==> src/rtl/cmd_fsm_pkg.sv <==
// Shared types, fault codes and command-legality helper for the command FSM.
package cmd_fsm_pkg;

  typedef enum logic [2:0] {
    ST_IDLE   = 3'd0,
    ST_ARMED  = 3'd1,
    ST_RUN    = 3'd2,
    ST_PAUSED = 3'd3,
    ST_DONE   = 3'd4,
    ST_FAULT  = 3'd5
  } state_e;

  typedef enum logic [2:0] {
    CMD_NOP      = 3'd0,
    CMD_ARM      = 3'd1,
    CMD_START    = 3'd2,
    CMD_PAUSE    = 3'd3,
    CMD_RESUME   = 3'd4,
    CMD_ABORT    = 3'd5,
    CMD_CLEAR    = 3'd6,
    CMD_RESERVED = 3'd7
  } cmd_e;

  localparam logic [1:0] FC_NONE      = 2'd0;
  localparam logic [1:0] FC_RSVD      = 2'd1;
  localparam logic [1:0] FC_PAUSE_TO  = 2'd2;
  localparam logic [1:0] FC_BAD_STATE = 2'd3;

  // True when the command has a defined meaning in the given state.
  // NOP and RESERVED are meaningful everywhere; illegal state encodings
  // recover to FAULT on their own, so no command is flagged there.
  function automatic logic cmd_legal(input logic [2:0] st, input logic [2:0] c);
    logic ok;
    ok = 1'b0;
    if ((c == CMD_NOP) || (c == CMD_RESERVED)) begin
      ok = 1'b1;
    end else begin
      case (st)
        ST_IDLE:   ok = (c == CMD_ARM);
        ST_ARMED:  ok = (c == CMD_START) || (c == CMD_ABORT);
        ST_RUN:    ok = (c == CMD_PAUSE) || (c == CMD_ABORT);
        ST_PAUSED: ok = (c == CMD_RESUME) || (c == CMD_ABORT);
        ST_DONE:   ok = (c == CMD_CLEAR);
        ST_FAULT:  ok = (c == CMD_CLEAR);
        default:   ok = 1'b1;
      endcase
    end
    return ok;
  endfunction

endpackage

==> src/rtl/cmd_fsm_timer.sv <==
// Loadable up-counter with terminal-count compare, shared by run count and pause timer.
module cmd_fsm_timer #(
  parameter int CNT_W = 5
) (
  input  logic             clk,
  input  logic             rst,
  input  logic             load,
  input  logic [CNT_W-1:0] load_val,
  input  logic             inc,
  input  logic [CNT_W-1:0] tc_val,
  output logic [CNT_W-1:0] cnt,
  output logic             tc
);

  logic [CNT_W-1:0] cnt_r;

  // Counter register: load has priority over increment.
  always_ff @(posedge clk) begin
    if (rst) begin
      cnt_r <= '0;
    end else if (load) begin
      cnt_r <= load_val;
    end else if (inc) begin
      cnt_r <= cnt_r + CNT_W'(1);
    end else begin
      cnt_r <= cnt_r;
    end
  end

  assign cnt = cnt_r;
  assign tc  = (cnt_r == tc_val);

endmodule

==> src/rtl/cmd_fsm_ctrl.sv <==
// Command-driven control FSM: IDLE -> ARMED -> RUN -> DONE with pause/resume,
// abort, a timed run phase and defined recovery for every bad encoding.
module cmd_fsm_ctrl
  import cmd_fsm_pkg::*;
#(
  parameter int RUN_CYCLES    = 8,
  parameter int PAUSE_TIMEOUT = 16
) (
  input  logic       clk,
  input  logic       rst,
  input  logic       cmd_valid,
  input  logic [2:0] cmd,
  output logic       cmd_ready,
  output logic [2:0] state_out,
  output logic       busy,
  output logic       done_pulse,
  output logic       cmd_err,
  output logic       fault,
  output logic [1:0] fault_code
);

  localparam int MAX_CNT = (RUN_CYCLES > PAUSE_TIMEOUT) ? RUN_CYCLES : PAUSE_TIMEOUT;
  localparam int CNT_W   = $clog2(MAX_CNT + 1);

  logic [2:0]       state_r, state_nx_s;
  logic             cmd_ready_r, done_r, err_r;
  logic [1:0]       fcode_r, fcode_nx_s;
  logic [CNT_W-1:0] frozen_r, frozen_nx_s;
  logic             done_nx_s, err_nx_s, inc_s, load_s, resume_s, acc_s;
  logic [CNT_W-1:0] cnt_s, tc_val_s, load_val_s;
  logic             tc_s;

  assign acc_s    = cmd_valid && cmd_ready_r;
  // The shared counter times the pause window while PAUSED, the run otherwise.
  assign tc_val_s = (state_r == ST_PAUSED) ? CNT_W'(PAUSE_TIMEOUT - 1) : CNT_W'(RUN_CYCLES - 1);

  cmd_fsm_timer #(.CNT_W(CNT_W)) u_timer (
    .clk      (clk),
    .rst      (rst),
    .load     (load_s),
    .load_val (load_val_s),
    .inc      (inc_s),
    .tc_val   (tc_val_s),
    .cnt      (cnt_s),
    .tc       (tc_s)
  );

  // Next-state, counter control and pulse generation.
  always_comb begin
    state_nx_s  = state_r;
    fcode_nx_s  = fcode_r;
    frozen_nx_s = frozen_r;
    done_nx_s   = 1'b0;
    err_nx_s    = 1'b0;
    inc_s       = 1'b0;
    resume_s    = 1'b0;
    if (acc_s && (cmd == CMD_RESERVED)) begin
      state_nx_s = ST_FAULT;
      fcode_nx_s = FC_RSVD;
    end else begin
      err_nx_s = acc_s && !cmd_legal(state_r, cmd);
      case (state_r)
        ST_IDLE: begin
          if (acc_s && (cmd == CMD_ARM)) state_nx_s = ST_IDLE + 3'd1;
          else                           state_nx_s = state_r;
        end
        ST_ARMED: begin
          if (acc_s && (cmd == CMD_START))      state_nx_s = ST_RUN;
          else if (acc_s && (cmd == CMD_ABORT)) state_nx_s = ST_IDLE;
          else                                  state_nx_s = state_r;
        end
        ST_RUN: begin
          if (tc_s) begin
            // Terminal count beats a same-edge PAUSE/ABORT; the loser is flagged.
            state_nx_s = ST_DONE;
            done_nx_s  = 1'b1;
            err_nx_s   = acc_s && (cmd != CMD_NOP);
          end else if (acc_s && (cmd == CMD_PAUSE)) begin
            // This edge completes a run cycle, so it is included in the frozen count.
            state_nx_s  = ST_PAUSED;
            frozen_nx_s = cnt_s + CNT_W'(1);
          end else if (acc_s && (cmd == CMD_ABORT)) begin
            state_nx_s = ST_IDLE;
          end else begin
            inc_s = 1'b1;
          end
        end
        ST_PAUSED: begin
          if (acc_s && (cmd == CMD_RESUME)) begin
            state_nx_s = ST_RUN;
            resume_s   = 1'b1;
          end else if (acc_s && (cmd == CMD_ABORT)) begin
            state_nx_s = ST_IDLE;
          end else if (tc_s) begin
            state_nx_s = ST_FAULT;
            fcode_nx_s = FC_PAUSE_TO;
          end else begin
            inc_s = 1'b1;
          end
        end
        ST_DONE: begin
          if (acc_s && (cmd == CMD_CLEAR)) state_nx_s = ST_IDLE;
          else                             state_nx_s = state_r;
        end
        ST_FAULT: begin
          if (acc_s && (cmd == CMD_CLEAR)) begin
            state_nx_s = ST_IDLE;
            fcode_nx_s = FC_NONE;
          end else begin
            state_nx_s = state_r;
          end
        end
        default: begin
          // Encodings 6/7 (e.g. upset state bits) recover straight to FAULT.
          state_nx_s = ST_FAULT;
          fcode_nx_s = FC_BAD_STATE;
        end
      endcase
    end
    // Every state change restarts the counter; RESUME restores the frozen run count.
    load_s     = (state_nx_s != state_r);
    load_val_s = resume_s ? frozen_r : '0;
  end

  // State, handshake, fault code and pulse registers.
  always_ff @(posedge clk) begin
    if (rst) begin
      state_r     <= ST_IDLE;
      cmd_ready_r <= 1'b0;
      done_r      <= 1'b0;
      err_r       <= 1'b0;
      fcode_r     <= FC_NONE;
      frozen_r    <= '0;
    end else begin
      state_r     <= state_nx_s;
      cmd_ready_r <= !acc_s;
      done_r      <= done_nx_s;
      err_r       <= err_nx_s;
      fcode_r     <= fcode_nx_s;
      frozen_r    <= frozen_nx_s;
    end
  end

  assign state_out  = state_r;
  assign cmd_ready  = cmd_ready_r;
  assign done_pulse = done_r;
  assign cmd_err    = err_r;
  assign fault_code = fcode_r;
  assign busy       = (state_r == ST_ARMED) || (state_r == ST_RUN) || (state_r == ST_PAUSED);
  assign fault      = (state_r == ST_FAULT);

endmodule

==> config.mk <==
export PLATFORM = sky130hd
export DESIGN_NAME = cmd_fsm_ctrl
export DESIGN_NICKNAME = d
export VERILOG_FILES = /design/src/rtl/cmd_fsm_pkg.sv /design/src/rtl/cmd_fsm_timer.sv /design/src/rtl/cmd_fsm_ctrl.sv
export SDC_FILE = /design/constraint.sdc
export NUM_CORES = 1
export LEC_CHECK = 0
export BUFFER_PORTS_ARGS = -buffer_cell sky130_fd_sc_hd__buf_4
export CORE_ASPECT_RATIO = 0.75
export CORE_MARGIN = 10
export CORE_UTILIZATION = 30
export DETAILED_ROUTE_END_ITERATION = 8
export PLACE_DENSITY = 0.54
export SETUP_SLACK_MARGIN = 0.05
export SYNTH_ARGS = -nofsm -noshare
export SYNTH_HDL_FRONTEND = slang
export SYNTH_SLANG_ARGS = --single-unit
==> constraint.sdc <==
create_clock -name clk -period 1.8 [get_ports clk]
set_input_delay 0.36 -clock clk [delete_from_list [all_inputs] [get_ports clk]]
set_output_delay 0.36 -clock clk [all_outputs]
set_load 0.02 [all_outputs]
==> reports/metrics.cfg <==
[timing]
finalSetupViolCount = 6
slew_headroom_pct = 73.6
rsz0062_at_grt = yes
post-route-period-util_pct = 108
worst_pin_slew_ps = 393
setup-tns-final_ps = -495
fin_ws_ps = -141
finalCriticalPeriod_ps = 1940
finalHoldViolCount = 0
finalMaxSlewViolations = 0
skew_ps = 6.21
fmax_mhz = 515

[routing]
detail_route.vias_per_cell = 5.32
routed_wl_um = 3800
ant_nets = 0
drt_iter0_drc = 123
vias = 1346
routedWlPerCell_um = 15.0
drc_errors = 0
first_pass_iters = 4

[setup_path]
cp_slowest_cell = or3b_1
cp-end-kind = register
cp_max_fo = 4
crit_required_ps = 1940
cp_data_arrival_time_ps = 2080
critPathBufInv = 1
critPathTopFamily = compound AO/OA/AOI/OAI gates
r2r_slack_ps = -140
worstSetupPathType = register to register
r2r_start = state_out[0]$_SDFF_PP0_
regToRegEndpoint = u_timer.cnt[0]$_SDFFE_PP0P_
worst_path_largest_cell_delay_ps = 410
path_cells = or3b_1 -> o21ba_4 -> a311oi_2 -> and2b_2 -> buf_4 -> o2111a_1 -> o211a_1
crit_path_start = state_out[0]$_SDFF_PP0_
crit_path_end = u_timer.cnt[0]$_SDFFE_PP0P_
r2r_cells = 7
cp_num_cells = 7
setup.worst_path.start_class = register

[synth]
synth_common_cells = dfxtp_1, nor2_1, a21oi_1
synth_edf_count = 0
avgSynthCellArea_sq_um = 7.95
synthTopCellsByArea = dfxtp_1, a21oi_1, nor2_1, nand2_1, and3_1
ys_ff_latch = 18
synth_top_cell_area_share_pct = 29.6
syn-num-nets = 160
async_flop_share_pct = 0
seq_area_frac_synth_pct = 29.6
ys_types = 55
syn-instance-count = 153
yosysTopAreaCell = dfxtp_1
synthFlopType = dfxtp_1
syn_area_sq_um = 1220
synth_most_common_cell = dfxtp_1
synth-warning-count = 0

[floorplanning]
core_sq_um = 3780
start_util_pct = 32.2
fp.dieH_um = 75.1
io_pins = 16
rows = 19
die_w_um = 93.5
dieArea_sq_um = 7030

[outcome]
status = complete, but fails checks
violations = negative setup slack

[hold_path]
hold_class = primary input to register
hold_start = cmd_valid

[place]
dpl.cell_count = 248
placed_cell_area_sq_um = 1660
gp_congestion = 0.903
io_buffers = 15
hpwl_um = 2900

[cells_and_area]
stdcell_count = 253
n_antenna_cell = 0
final_layout_size_suffix_gt1_share_pct = 44.8
nNetsFinal = 210
n_fill_cell = 365
area_growth_pct = 47.9
seqCellArea_sq_um = 367
multi_input_area_sq_um = 865
final_area_sq_um = 1800

[clocking]
htreeDepth = 1
clock_latency_ps = 250
clkTransAtPathRegs_ps = 70
cts.sinks = 18
cts-root-buf = clkbuf_8
cts_tree = built
holdBufCountCts = 0
cts_buffers = 3
clockBufferDepth = 2

[global_routing]
grt_pass1_vias = 1309
grt_usage_pct = 11.0
grt_first_pass_wirelength_um = 6290
grt_max_degree = 19
grt_overflow_total = 0
antenna_found_initial = 0

[power_and_ir_drop]
leakagePower_uw = 0.000710
power.density_nw_per_um2 = 460
ir_drop_mv = 0.338

[job]
drv_cap = 0

[stage by stage]
stage | util [%] | power, uW | worst slack (ps) | hold WS [ps]
after floorplan | - | 493 | -77.5 | 448
after global placement | 44.0 | 544 | -282 | 452
after detailed placement | 44.0 | 545 | -323 | 459
after CTS | 46.3 | 832 | -116 | 391
after global routing | 47.6 | 867 | -195 | 409
final | 47.6 | 827 | -141 | 399
[power by group]
part           switching (uW)  internal (uW)
combinational            74.5           64.5
sequential               5.13            404
clock                     130            149
[how the worst min path moves through the flow]
stage	end	depth (start not counted)
3_3_place_gp	cmd_ready$_SDFF_PP0_	1
6_report	cmd_ready$_SDFF_PP0_	3
5_1_grt	cmd_ready$_SDFF_PP0_	3
2_1_floorplan	cmd_ready$_SDFF_PP0_	1
4_1_cts	cmd_ready$_SDFF_PP0_	3
3_5_place_dp	cmd_ready$_SDFF_PP0_	1
[worst register-to-register path, cell delays in order (launching register included)]
cell	delay [ps]
dfxtp_2	340
or3b_1	410
o21ba_4	260
a311oi_2	90
and2b_2	240
buf_4	140
o2111a_1	230
o211a_1	120
[cell families (layout without fill, tap and decap cells)]
family | count (synthesis) | in the layout | synth area share [%]
compound gates | 45 | 45 | 28.8
simple gates | 62 | 62 | 27.8
xor+xnor | 4 | 4 | 2.88
flops | 18 | 18 | 29.6
fa+ha+maj | 1 | 1 | 1.03
mux | 3 | 3 | 2.57
buf+inv | 20 | 68 | 7.30
[placed cells by master, fill, tap and decap left out, types with 3 or more instances in the layout]
cell type  netlist  layout
a221oi_2         1       3
nand3_1          6       6
dfxtp_2          0       5
buf_4            1      56
and3_1           5       5
nand2_1         11      10
nand3b_1         3       3
nor2_1          16      15
dfxtp_1         18      13
a21oi_1         12       9
o21ai_0          3       3
clkbuf_8         0       3
a21oi_2          0       3
o22ai_1          4       4
nor3_1           4       3
inv_1            7       7
xor2_1           3       3
a211oi_1         4       3
[sequential cells by signal, indices dropped and copies added, names as in the netlist]
name,flops
u_timer.cnt,5
fault_code,2
cmd_err,1
state_out,3
cmd_ready,1
done_pulse,1
frozen_r,5
[repair_timing]
action / in CTS / in global routing
gates resized for setup: 9 / 7
endpoints found under the setup margin: 6 / 8
pin swaps: 5 / 1
setup buffers: 1 / 1
[final cells by class]
class	instances	share of cell area (%)
Sequential cell	18	20.4
Inverter	8	1.67
Clock buffer	3	2.29
Multi-Input combinational cell	115	48.1
Tap cell	52	3.62
Timing Repair Buffer	57	24.0
[per-layer routing]
layer	wire length, um	up-vias	GRT usage [%]
li1	-	663	-
met5	0	-	0
met4	31	0	2.39
met1	1820	629	14.8
met2	1630	50	16.1
met3	319	4	4.07
Power figures use the tool's default switching activity.
